### src/rtl/pin_entry.sv
`default_nettype none
// ============================================================================
// Module   : pin_entry
// Brief    : Keypad front-end for the parking gate. Collects two BCD digits
//            while a vehicle is at the entry, presents the assembled code to
//            the gate controller for a fixed number of cycles, and flags
//            rejected entries (timeouts, premature ENTER, surplus or invalid
//            keys) with a one-cycle error pulse.
// Revision : 1.0 - initial release
// ============================================================================
module pin_entry #(
    parameter int TIMEOUT_CYCLES = 50,
    parameter int HOLD_CYCLES    = 2
) (
    input  logic       clk,
    input  logic       reset,
    input  logic       sensorA,
    input  logic       keyPress,
    input  logic [3:0] keyCode,
    output logic [7:0] pass,
    output logic       passValid,
    output logic [1:0] digitCount,
    output logic       entryError
);

    localparam int c_timer_w = $clog2(TIMEOUT_CYCLES) + 1;
    localparam int c_hold_w  = $clog2(HOLD_CYCLES) + 1;

    localparam logic [c_timer_w-1:0] c_timeout_last = c_timer_w'(TIMEOUT_CYCLES - 1);
    localparam logic [c_timer_w-1:0] c_timer_max    = {c_timer_w{1'b1}};
    localparam logic [c_hold_w-1:0]  c_hold_last    = c_hold_w'(HOLD_CYCLES - 1);

    localparam logic [3:0] c_key_clear = 4'hA;
    localparam logic [3:0] c_key_enter = 4'hB;

    typedef enum logic [1:0] {
        ST_IDLE = 2'd0,
        ST_ONE  = 2'd1,
        ST_TWO  = 2'd2,
        ST_HOLD = 2'd3
    } state_t;

    state_t               state_q, state_d;
    logic [3:0]           hi_q, hi_d;
    logic [3:0]           lo_q, lo_d;
    logic [c_timer_w-1:0] timer_q, timer_d;
    logic [c_hold_w-1:0]  hold_q, hold_d;
    logic [7:0]           pass_q, pass_d;
    logic                 valid_q, valid_d;
    logic                 err_q, err_d;
    logic [1:0]           count_q, count_d;
    logic                 key_prev_q;

    logic w_key_evt;
    logic w_is_digit;

    assign w_key_evt  = keyPress & ~key_prev_q;
    assign w_is_digit = (keyCode <= 4'd9);

    // Next-state and registered-output computation; sensor loss overrides keys.
    always_comb begin
        state_d = state_q;
        hi_d    = hi_q;
        lo_d    = lo_q;
        timer_d = timer_q;
        hold_d  = hold_q;
        pass_d  = pass_q;
        valid_d = valid_q;
        err_d   = 1'b0;

        if (!sensorA) begin
            state_d = ST_IDLE;
            hi_d    = 4'd0;
            lo_d    = 4'd0;
            timer_d = '0;
            hold_d  = '0;
            pass_d  = 8'd0;
            valid_d = 1'b0;
        end else begin
            case (state_q)
                ST_IDLE, ST_ONE, ST_TWO: begin
                    if (w_key_evt) begin
                        if (w_is_digit) begin
                            timer_d = '0;
                            if (state_q == ST_IDLE) begin
                                hi_d    = keyCode;
                                state_d = ST_ONE;
                            end else if (state_q == ST_ONE) begin
                                lo_d    = keyCode;
                                state_d = ST_TWO;
                            end else begin
                                // Third digit is dropped; entry stays armed.
                                err_d = 1'b1;
                            end
                        end else if (keyCode == c_key_clear) begin
                            state_d = ST_IDLE;
                            hi_d    = 4'd0;
                            lo_d    = 4'd0;
                            timer_d = '0;
                        end else if (keyCode == c_key_enter) begin
                            if (state_q == ST_TWO) begin
                                pass_d  = {hi_q, lo_q};
                                valid_d = 1'b1;
                                hold_d  = '0;
                                state_d = ST_HOLD;
                            end else begin
                                err_d   = 1'b1;
                                state_d = ST_IDLE;
                                hi_d    = 4'd0;
                                lo_d    = 4'd0;
                                timer_d = '0;
                            end
                        end else begin
                            // Invalid key: flag it, leave everything else alone.
                            err_d = 1'b1;
                        end
                    end else if (state_q != ST_IDLE) begin
                        if (timer_q == c_timeout_last) begin
                            err_d   = 1'b1;
                            state_d = ST_IDLE;
                            hi_d    = 4'd0;
                            lo_d    = 4'd0;
                            timer_d = '0;
                        end else if (timer_q != c_timer_max) begin
                            timer_d = timer_q + 1'b1;
                        end
                    end
                end
                ST_HOLD: begin
                    // Keys are ignored here; their edges are consumed by key_prev_q.
                    if (hold_q == c_hold_last) begin
                        state_d = ST_IDLE;
                        pass_d  = 8'd0;
                        valid_d = 1'b0;
                        hi_d    = 4'd0;
                        lo_d    = 4'd0;
                        hold_d  = '0;
                        timer_d = '0;
                    end else begin
                        hold_d = hold_q + 1'b1;
                    end
                end
                default: state_d = ST_IDLE;
            endcase
        end

        case (state_d)
            ST_ONE:  count_d = 2'd1;
            ST_TWO:  count_d = 2'd2;
            ST_HOLD: count_d = 2'd2;
            default: count_d = 2'd0;
        endcase
    end

    // State and output registers with synchronous active-low reset.
    always_ff @(posedge clk) begin
        if (!reset) begin
            state_q    <= ST_IDLE;
            hi_q       <= 4'd0;
            lo_q       <= 4'd0;
            timer_q    <= '0;
            hold_q     <= '0;
            pass_q     <= 8'd0;
            valid_q    <= 1'b0;
            err_q      <= 1'b0;
            count_q    <= 2'd0;
            key_prev_q <= 1'b0;
        end else begin
            state_q    <= state_d;
            hi_q       <= hi_d;
            lo_q       <= lo_d;
            timer_q    <= timer_d;
            hold_q     <= hold_d;
            pass_q     <= pass_d;
            valid_q    <= valid_d;
            err_q      <= err_d;
            count_q    <= count_d;
            key_prev_q <= keyPress;
        end
    end

    assign pass       = pass_q;
    assign passValid  = valid_q;
    assign digitCount = count_q;
    assign entryError = err_q;

endmodule
`default_nettype wire

### config.mk
export PLATFORM = sky130hd
export DESIGN_NAME = pin_entry
export DESIGN_NICKNAME = d
export VERILOG_FILES = /design/src/rtl/pin_entry.sv
export SDC_FILE = /design/constraint.sdc
export NUM_CORES = 1
export LEC_CHECK = 0
export CAP_MARGIN = 20
export CORE_MARGIN = 4
export CORE_UTILIZATION = 54
export CTS_CLUSTER_SIZE = 28
export DETAILED_ROUTE_END_ITERATION = 8
export PLACE_DENSITY_LB_ADDON = 0.2
export REMOVE_ABC_BUFFERS = 1
export SKIP_LAST_GASP = 1
export SYNTH_ARGS = -nofsm -noshare
export SYNTH_HDL_FRONTEND = slang
export SYNTH_SLANG_ARGS = --single-unit
### constraint.sdc
create_clock -name clk -period 2.24 [get_ports clk]
set_input_delay 0.448 -clock clk [delete_from_list [all_inputs] [get_ports clk]]
set_output_delay 0.448 -clock clk [all_outputs]
set_load 0.03 [all_outputs]
# ---- Word level (Yosys, flattened, before mapping)
# Cells that the tools add are included.
dict set report classes {
  n_bitwise 2
  magnitude_cmp 1
  muxes 68
  n_reduce_logical 11
  eq_ne 25
  add_sub_neg 2
}
# op count
set op_table {}
lappend op_table {{2-to-1 mux 7 bit} 9}
lappend op_table {{2-to-1 mux 4 bit} 13}
lappend op_table {{2-to-1 mux 8 bit} 6}
lappend op_table {{2-to-1 mux 2 bit} 17}
lappend op_table {{inequality test 4 bit, second input constant} 4}
lappend op_table {{one-hot mux 4 bit (2 select lines)} 2}
lappend op_table {{one-hot mux 8 bit (2 select lines)} 1}
lappend op_table {{2-to-1 mux 1 bit} 15}
lappend op_table {{one-hot mux 7 bit (2 select lines)} 1}
lappend op_table {{inequality test 2 bit, second input constant} 6}
lappend op_table {{one-hot mux 2 bit (2 select lines)} 3}
lappend op_table {{AND reduction 6 bit} 2}
lappend op_table {{inequality test 5 bit, second input constant} 2}
lappend op_table {{AND reduction 5 bit} 2}
lappend op_table {{equality test 2 bit, second input constant} 4}
lappend op_table {{equality test 4 bit, second input constant} 2}
lappend op_table {{adder 7 x 1 -> 7 bit, second input constant} 1}
lappend op_table {{equality test 7 x 6 -> 1 bit, second input constant} 1}
lappend op_table {{inequality test 7 bit, second input constant} 1}
lappend op_table {{AND reduction 7 bit} 1}
lappend op_table {{equality test 2 x 1 -> 1 bit, second input constant} 3}
lappend op_table {{inequality test 3 bit, second input constant} 2}
lappend op_table {{less-or-equal comparator 4 bit, second input constant} 1}
lappend op_table {{AND reduction 3 bit} 1}
lappend op_table {{other kinds (9)} 9}
dict set report word_totals {
  output_inout_bits 12
  reg_bits 32
  word_cells 119
}

# ---- Logic depth before layout (Yosys ltp)
dict set report depth {
  ltp_word 11
  mapped_depth 7
}

# ---- Worst setup path before layout
# Ideal clock, no wire load.
dict set report synth_path {
  path_kind {register to register}
  startpoint {register state_q[0]}
  endpoint {register timer_q[5]}
  t_required_ns 2.169
  setup_slack_ns 0.446
  setup_ns 0.071
  path_stages_with_launch 8
  arrival_time_ns 1.723
  path_cell_list {dfxtp_1 -> inv_1 -> ha_1 -> a31oi_1 -> or3_4 -> nand3_2 -> or3_1 -> a21oi_1}
}
dict set report synth_via {
  elab_chain_cells 4
  elab_cells_between_ends 13
  cone_classes {eq/ne (8); mux (1); reduce/logical (4)}
}
# element line_no
set synth_rtl {}
lappend synth_rtl {{start: declaration} 43} ;# state_t state_q, state_d;
lappend synth_rtl {{start signal: assignment} 169} ;# state_q <= state_d;
lappend synth_rtl {{equality test 2 x 1 -> 1 bit (tied with other cells)} 80} ;# case (state_q)
lappend synth_rtl {{OR reduction 3 bit} 80}
lappend synth_rtl {{inequality test 5 bit (no source line) (tied with other cells)} -}
lappend synth_rtl {{AND reduction 5 bit (no source line)} -}
lappend synth_rtl {{end signal: assignment} 172} ;# timer_q <= timer_d;
lappend synth_rtl {{end: declaration} 46} ;# logic [c_timer_w-1:0] timer_q, timer_d;
# Several ways; a longest one is shown, not always the timed one.
# A chain may end at the register's enable or synchronous reset.

# ---- Worst setup path after layout
dict set report layout_path {
  startpoint {register state_q[1]}
  endpoint {register pass_q[1], in the netlist pass[1]}
}
dict set report layout_via {
  elab_chain_cells 4
  elab_cells_between_ends 13
  cone_classes {eq/ne (9); mux (1); reduce/logical (3)}
}
# element line_no
set layout_rtl {}
lappend layout_rtl {{equality test 2 x 1 -> 1 bit (tied with other cells)} 80}
lappend layout_rtl {{OR reduction 3 bit} 80}
lappend layout_rtl {{inequality test 2 bit (no source line)} -}
lappend layout_rtl {{AND reduction 6 bit (no source line)} -}
lappend layout_rtl {{end signal: assignment} 174} ;# pass_q <= pass_d;
lappend layout_rtl {{end: declaration} 48} ;# logic [7:0] pass_q, pass_d;
# Several ways; a longest one is shown, not always the timed one.

==> flow_summary_export.csv <==
group,metric,value,unit
status,status,"complete, no violations",
cells_and_area,fin_util,70.6,%
route,first_iter_violations,100,
placement,place.detailed.hpwl,2.68,mm
cts,ctsRootBufferMaster,"sky130_fd_sc_hd__clkbuf_4",
worst_setup_path,setup.worst_path.start_class,"flip-flop",
yosys,synthMuxAreaShare,5.63,%
sta,timing.fmax,482,MHz
cts,cts_tree,"yes",
cts,cts_inserted_buffers,5,
yosys,synth_simple_gate_area_share,22.0,%
yosys,post_synth_inst_count,162,
worst_setup_path,worst_setup_path_end_kind,"flip-flop",
cts,ctsLongestPathBuffers,2,
sta,finalWorstPathRequiredPeriod,2080,ps
route,remaining_drc_errors,0,
cts,postCtsHoldBufs,0,
yosys,synth_top_cells_by_area,"sky130_fd_sc_hd__dfxtp_1 40%, sky130_fd_sc_hd__mux2i_1 5.6%, sky130_fd_sc_hd__ha_1 5.5%",
yosys,syn-cell-area,0.00160,mm²
worst_setup_path,worst-setup-path-type,"flip-flop to flip-flop",
floorplanning,fp.dieArea,0.00390,mm²
yosys,synth-edff-count,0,
floorplanning,die_h,62.5,µm
sta,setup-tns-final,0,ps
yosys,ys_async_sr_fraction,0,%
yosys,yosysSeqAreaShare,40.0,%
route,drt_pass1_iterations,4,
run,drv.max_cap_violation_count,0,
sta,final_min_period_over_clock_period,92.7,%
yosys,synth.lib_cells_used.distinct,48,
cts,post_cts_buffers,0,
worst_setup_path,worst-path-max-fanout,9,
pwr,leakagePower,0.717,nW
cts,cts_max_level,2,
floorplanning,initial_util,57.1,%
pwr,irDropWorstVdd,0.000435,V
floorplanning,core_outline_area,0.00281,mm²
global_routing,grt_start_max_net_pins,20,
yosys,synth-warning-count,0,
yosys,postSynthAreaPerCell,9.89,µm²
yosys,synth_adder_area_share,5.47,%
global_routing,grt_antenna_before_repair,0,
route,route.vias.total,1361,
yosys,synth.top_cell.area_share,40.0,%
cts,cts_resized,0,
floorplanning,fp.dieW,62.5,µm
global_routing,grt_pass1_vias,1351,
cells_and_area,antenna_cells,0,
cells_and_area,design_area,0.00198,mm²
yosys,synth_top_family_by_area,"compound AO/OA/AOI/OAI gates",
worst_setup_path,timing.reg2reg.setup_slack,160,ps
hold_path,worst_hold_path_type,"flip-flop to flip-flop",
placement,port_buffers,19,
route,drt.antenna.violating_nets,0,
pwr,power-per-cell-area,575,mW/mm²
sta,setup-violations-final,0,
floorplanning,io_pins,20,
worst_setup_path,r2r-start,"state_q[1]",
global_routing,grt_pass1_wl,6.09,mm
hold_path,worst_hold_path_startpoint,"hold_q[1]",
sta,grt_setup_unrepaired,"false",
cts,clk_pin_slew_worst_paths,100,ps
cells_and_area,drive_above_1_share,16.2,%
floorplanning,rows,19,
worst_setup_path,worstPathArrival,2320,ps
global_routing,gr-total-overflow,0,
yosys,synth-seq-cells,32,
cts,tritoncts_num_sinks,32,
cells_and_area,layout.nets,211,
sta,report.final.slew_viol_count,0,
cells_and_area,area_growth,23.7,%
sta,slew-limit-headroom,51.9,%
route,drt-total-wl,3.51,mm
sta,worst_pin_slew,722,ps
global_routing,grtUsageTotal,19.6,%
sta,timing.clock.skew,7.37,ps
placement,post_place_instance_area,0.00190,mm²
placement,gp_routability_congestion,0.912,
route,route.detailed.vias_per_inst,5.97,
worst_setup_path,timing.rr.end,"pass[1]",
yosys,post-synth-top-count-cell,"sky130_fd_sc_hd__dfxtp_1",
yosys,synth_xor_area_share,2.19,%
worst_setup_path,reg2reg_depth,5,
route,wl_per_cell,15.4,µm
yosys,synth.largest_area_cell,"sky130_fd_sc_hd__dfxtp_1",
sta,endpoints_failing_hold,0,
worst_setup_path,worstPathRequired,2490,ps
yosys,netlist_top_cells_count,"32 x sky130_fd_sc_hd__dfxtp_1, 17 x sky130_fd_sc_hd__nand2_1, 9 x sky130_fd_sc_hd__mux2i_1, 9 x sky130_fd_sc_hd__nor2_1, 8 x sky130_fd_sc_hd__a32o_1",
hold_path,hold-path-endpoint,"hold_q[1]",
yosys,synth-compound-area-share,22.6,%
cts,worst_skew_pair.late_latency,350,ps
yosys,postSynth.topFlopCell,"sky130_fd_sc_hd__dfxtp_1",
hold_path,holdPathStages,2,
[worst max-delay path by stage]
stage,startpoint,end,slack (ps)
floorplan,state_q[1],timer_q[5],390
global placement,keyPress,passValid,-20
detailed placement,keyPress,passValid,-110
CTS,state_q[0],pass[7],190
global route,state_q[0],pass[6],10
finish,state_q[1],pass[1],160
[report_power, final]
part / internal (mW) / total [mW] / switching, mW
Combinational: 0.0629 / 0.135 / 0.0720
Sequential: 0.574 / 0.578 / 0.00450
Clock: 0.234 / 0.426 / 0.193
[per-stage QoR]
step | cells | power, mW | hold WS (ps) | worst slack (ps)
final | 228 | 1.14 | 455 | 164
after global routing | 228 | 1.20 | 493 | 9.96
after CTS | 228 | 1.15 | 461 | 185
after detailed placement | 220 | 0.724 | 447 | -108
after global placement | 220 | 0.721 | 437 | -15.9
after floorplan | 158 | 0.671 | 420 | 387
[cell type report]
| class | instances | area [µm²] |
|---|---|---|
| Clock inverter | 2 | 35.0 |
| Timing Repair Buffer | 31 | 280 |
| Sequential cell | 32 | 641 |
| Clock buffer | 6 | 41.3 |
| Fill cell | 216 | 825 |
| Tap cell | 31 | 38.8 |
| Multi-Input combinational cell | 121 | 926 |
| Inverter | 5 | 18.8 |
[flip-flops by register name (all words and copies together) (netlist names), 2 cells and up]
name,count
digitCount,2
lo_q,4
hold_q,2
pass,8
hi_q,4
timer_q,7
state_q,2
[logic make-up (layout without fill, tap and decap cells)]
| family | Yosys count | after routing |
|---|---|---|
| XOR/XNOR | 4 | 4 |
| buffers and inverters | 9 | 44 |
| flip-flops | 32 | 32 |
| adder cells (fa/ha/maj) | 7 | 7 |
| multiplexers | 9 | 9 |
| AND/OR/NAND/NOR | 59 | 59 |
| AO/OA/AOI/OAI | 42 | 42 |
[placed cells by master (no fill, tap or decap), drive strengths merged, types with 4 or more instances in the layout]
cell type      instances
dfxtp                 32
clkdlybuf4s50         19
nand2                 17
buf                   12
nor2                  10
mux2i                  9
a21oi                  9
a32o                   8
ha                     7
clkbuf                 6
inv                    5
nand4                  5
xor2                   4
nand3                  4
[layer usage]
| layer | vias up | track usage, % | routed length, µm |
|---|---|---|---|
| li1 | 673 | - | - |
| met1 | 651 | 21.8 | 1510 |
| met2 | 29 | 34.4 | 1780 |
| met3 | 8 | 7.01 | 142 |
| met4 | 0 | 7.16 | 79 |
| met5 | - | 0 | 0 |
[critical path: stages (launching register included)]
cell and delay [ps]:
sky130_fd_sc_hd__dfxtp_1 480, sky130_fd_sc_hd__inv_1 140, sky130_fd_sc_hd__ha_1 300, sky130_fd_sc_hd__o31ai_1 440, sky130_fd_sc_hd__a21oi_1 330, sky130_fd_sc_hd__a32o_1 290
Power figures use the tool's default switching activity.
==> variant 1, RTL diff (config.mk and constraints unchanged) <==
`TIMEOUT_CYCLES`: 50 -> 100.
--- a/src/rtl/pin_entry.sv
+++ b/src/rtl/pin_entry.sv
@@ -9,7 +9,7 @@
 // Revision : 1.0 - initial release
 // ============================================================================
 module pin_entry #(
-    parameter int TIMEOUT_CYCLES = 50,
+    parameter int TIMEOUT_CYCLES = 100,
     parameter int HOLD_CYCLES    = 2
 ) (
     input  logic       clk,
Formal check against the unedited RTL: no difference found for any inputs over 4 cycles, from zero or initial values and one cycle with reset low; that may be too few to reach the edited logic, so the function may still have changed.
==> variant 1 against the original RTL <==
- area after synthesis down 0.78%
- via count up 14%
- sequential cell count up 1
- total power down 3.9%
- setup slack better by 0.010 ns
- final area up 1.8%
- worst hold slack better by 0.019 ns
- wire length up 17%
- largest power group unchanged
- count of clock-buffer cells in the layout up 1
- combinational power up 10%
==> variant 1: results (changes against the original RTL) <==
Compound-Gate Fraction of Synth Area 0.161 (-0.0652); Inserted Clock Buffers 5 (unchanged); #FFs+latches synth 33 (+3.1%); crit-path max FO 5 (-4); Adder-Cell Fraction of Synth Area 0.0472 (-0.00744); top cells by area in the synthesized netlist dfxtp_1 (42%), nor2_1 (6.1%), mux2i_1 (5.7%), nand2_1 (5.4%), ha_1 (4.7%); count of non-CTS buffers in the layout 42 (+35%); routability congestion estimate 0.883 (-3.2%); status finished clean; Non-clk invs 5 (unchanged); mux contribution to synthesized area 0.0567 (+0.000443); pre-CTS setup slack -0.152 ns (-0.0440 ns); Root Driver clkbuf_4; Filler Cells Inserted 214 (-0.93%); worst vdd ir 0.000558 V (+28%); Iteration-0 DRC Markers 88 (-12%); Hold Crit Class flop to flop; initial antenna violation count 0 (unchanged); Netlist cell types 39 (-19%); Final nets 241 (+14%); Placement Cell Area 0.00195 sq mm (+2.2%); Worst-path clk slew 0.10 ns (about the same); met3 WL 227 um (+60%); multi-input combinational area share 0.436 (-0.0311); M3 GR Usage 0.0685 (-0.00168); detailed-route via count 1548 (+14%); synthesized instance count 185 (+14%); sequential area share after synthesis 0.416 (+0.0157); Worst EP arrival 2.36 ns (+0.04 ns); Pleak 0.803 nW (+12%); vias in the first global route 1558 (+15%); R2R depth 8 (+3); first-pass GRT wire length 7130 um (+17%); layout cells sized above 1 0.137 (-0.0259); ant diodes 0 (unchanged); CLK BUF 7 (+1); sequential share of cell area 0.328 (+0.00431); Port Buffers 19 (unchanged); metal2 WL 1930 um (+8.6%); xor/xnor cell area share of the yosys netlist 0.0331 (+0.0112); met2 Use GR 0.358 (+0.0140); WL final 4090 um (+17%); area grow syn2layout 26.9%; die width 62.2 um (-0.34%); WL per Instance 15.9 um (+3.2%); largest net degree at the start of global routing 16 (-20%); most frequent cells after synthesis dfxtp_1 (33), nor2_1 (26), nand2_1 (23); skew final 0.0152 ns (+0.00785 ns); M1 WL 1860 um (+23%); worst skew pair latency between 0.3 and 0.4 ns; buffer share of cell area 0.180 (+0.0385); comb_multi_in 140 (+16%); met1 Use GR 0.278 (+0.0602); post-DP HPWL 3050 um (+14%); placed cell count 250 (+14%); clock buffer depth 2 (unchanged); GR Util All Layers 0.226 (+0.0299); ClkCell Share 0.0273 (-0.0112); Slew Limit Headroom 0.764 (+0.245)
==> variant 1: cell types whose count changed in the layout (fill, tap and decap cells not counted), moves of 3 or more <==
| cell | unedited run | this run |
|---|---|---|
| a21oi_1 | 7 | 4 |
| a22oi_1 | 1 | 8 |
| a32o_1 | 8 | 0 |
| buf_4 | 12 | 23 |
| nand2_1 | 17 | 23 |
| nand3_1 | 3 | 7 |
| nor2_1 | 9 | 26 |
| nor3_1 | 2 | 5 |
==> variant 1: final timing paths <==
| path | from | to | slack, ns |
|---|---|---|---|
| worst min-delay path | hi_q[3] | hi_q[3] | 0.47 |
| worst min register to register | hi_q[3] | hi_q[3] | 0.47 |
| worst max-delay path | keyPress | digitCount[0] | 0.17 |
| worst max register to register | state_q[0] | hi_q[3] | 0.19 |
==> variant 1: timing repair <==
item | in CTS | in global routing
gates resized for setup | 0 | 2
setup endpoints to repair | 0 | 3
setup buffers | 0 | 1
endpoints found under the hold margin | 0 | 0
==> variant 1: critical path: stages <==
cell and delay [ns]:
clkdlybuf4s50_1 0.50, nor2b_1 0.20, buf_4 0.16, o41ai_1 0.40
buf_4 0.19, a221oi_1 0.05, o22ai_1 0.26, and2_1 0.16
==> variant 1: cell families after synthesis <==
| kind of cell | after synthesis |
|---|---|
| buffers and inverters | 12 |
| muxes | 9 |
| and+or+nand+nor | 84 |
| AOI/OAI and AO/OA | 35 |
| adders and majority gates | 6 |
| xor gates and xnor gates | 6 |
| DFF | 33 |
==> variant 1: where the power goes <==
group | switching (W) | leakage [nW] | internal [W] | total, W
Combinational | 0.0000778 | 0.505 | 0.0000712 | 0.000149
Clock | 0.000200 | 0.0314 | 0.000148 | 0.000348
Sequential | 0.00000511 | 0.266 | 0.000593 | 0.000598
Total | 0.000283 | 0.803 | 0.000812 | 0.00110
==> variant 2, RTL diff (same settings) <==
Without the edit above. Put one more register stage on the output `passValid`, with the module's reset. The value now appears one clock later. The other outputs are not delayed to match.
--- a/src/rtl/pin_entry.sv
+++ b/src/rtl/pin_entry.sv
@@ -180,7 +180,13 @@
     end
 
     assign pass       = pass_q;
-    assign passValid  = valid_q;
+    always_ff @(posedge clk) begin
+        if (!reset) begin
+            passValid <= '0;
+        end else begin
+            passValid <= valid_q;
+        end
+    end
     assign digitCount = count_q;
     assign entryError = err_q;
 
Check against the original RTL: same outputs for any inputs over 4 cycles, from zero or initial values and one cycle with reset low; that may be too few to reach the edited logic, so the function may still have changed.
==> variant 2 against the original RTL <==
- wire length is 7.0% higher
- final area is 3.5% higher
- total power grew 5.4%
- maximum frequency barely moved
- utilization increased by 2.5 points
- global-route usage is 0.60 points higher
- sequential cell count rose by 1
- count of clock-buffer cells in the layout grew 1
- setup slack better by 0.00064 ns
- area after synthesis up 1.0%
- register-to-register slack gained 0.02 ns
- critical path type is now primary input to flop
==> variant 2: results (changes against the original RTL) <==
Slew Limit Headroom 0.548 (+0.0293); Pleak 0.804 nW (+12%); WL per Instance 15.4 um (+0.36%); WL final 3750 um (+7.0%); vias in the first global route 1428 (+5.7%); placed cell count 235 (+6.8%); R2R depth 6 (+1); detailed-route via count 1498 (+10%); skew final 0.0107 ns (+0.00336 ns); first-pass GRT wire length 6460 um (+6.1%); slowest stage delay, CP 0.55 ns (+0.07 ns); P_comb 0.000139 W (+3%); Netlist cell types 45 (-6.3%); top cells by area in the synthesized netlist dfxtp_1 (41%), nand2_1 (5.6%), ha_1 (5.4%), a32o_1 (4.9%), mux2i_1 (4.9%); mux contribution to synthesized area 0.0495 (-0.00675); sw frac 0.231 (-0.00560); Iteration-0 DRC Markers 94 (-6.0%); largest net degree at the start of global routing 18 (-10%); Final nets 226 (+7.1%); sequential area share after synthesis 0.408 (+0.00835); CP max-delay cell or4_1; xor/xnor cell area share of the yosys netlist 0 (-0.0219); status finished clean; post-route cell area 0.00205 sq mm (+3.5%); CP delay by family, top simple AND/OR/NAND/NOR gates; most frequent cells after synthesis dfxtp_1 (33), nand2_1 (24), a21oi_1 (12); crit-path max FO 12 (+3); routability congestion estimate 0.837 (-8.3%); GR Util All Layers 0.202 (+0.00598); drt pass-1 iters 5 (+1)
## variant 2: changes by cell type after synthesis, sizes merged, moves of 4 or more
cell   delta
xor2      -4
nand4     -4
nand2     +7
or4       +4
## variant 2: path summary, 6_finish.rpt
path | slack (ns) | end | from
min reg2reg | 0.47 | lo_q[0] | lo_q[0]
min | 0.47 | lo_q[0] | lo_q[0]
max | 0.16 | timer_q[3] | keyCode[2]
max reg2reg | 0.18 | timer_q[3] | state_q[0]
## variant 2: cell type report
| class | count | area share |
|---|---|---|
| Clock buffer | 7 | 0.0268 |
| Clock inverter | 1 | 0.0146 |
| Inverter | 6 | 0.0110 |
| Multi-Input combinational cell | 127 | 0.438 |
| Sequential cell | 33 | 0.322 |
| Tap cell | 31 | 0.0189 |
| Timing Repair Buffer | 38 | 0.168 |
## variant 2: routing by layer
layer	vias to the layer above	global-route usage	routed length, um
met5	-	0	0
met2	44	0.346	1850
met3	5	0.0558	174
li1	727	-	-
met4	0	0.0771	39
met1	722	0.240	1690
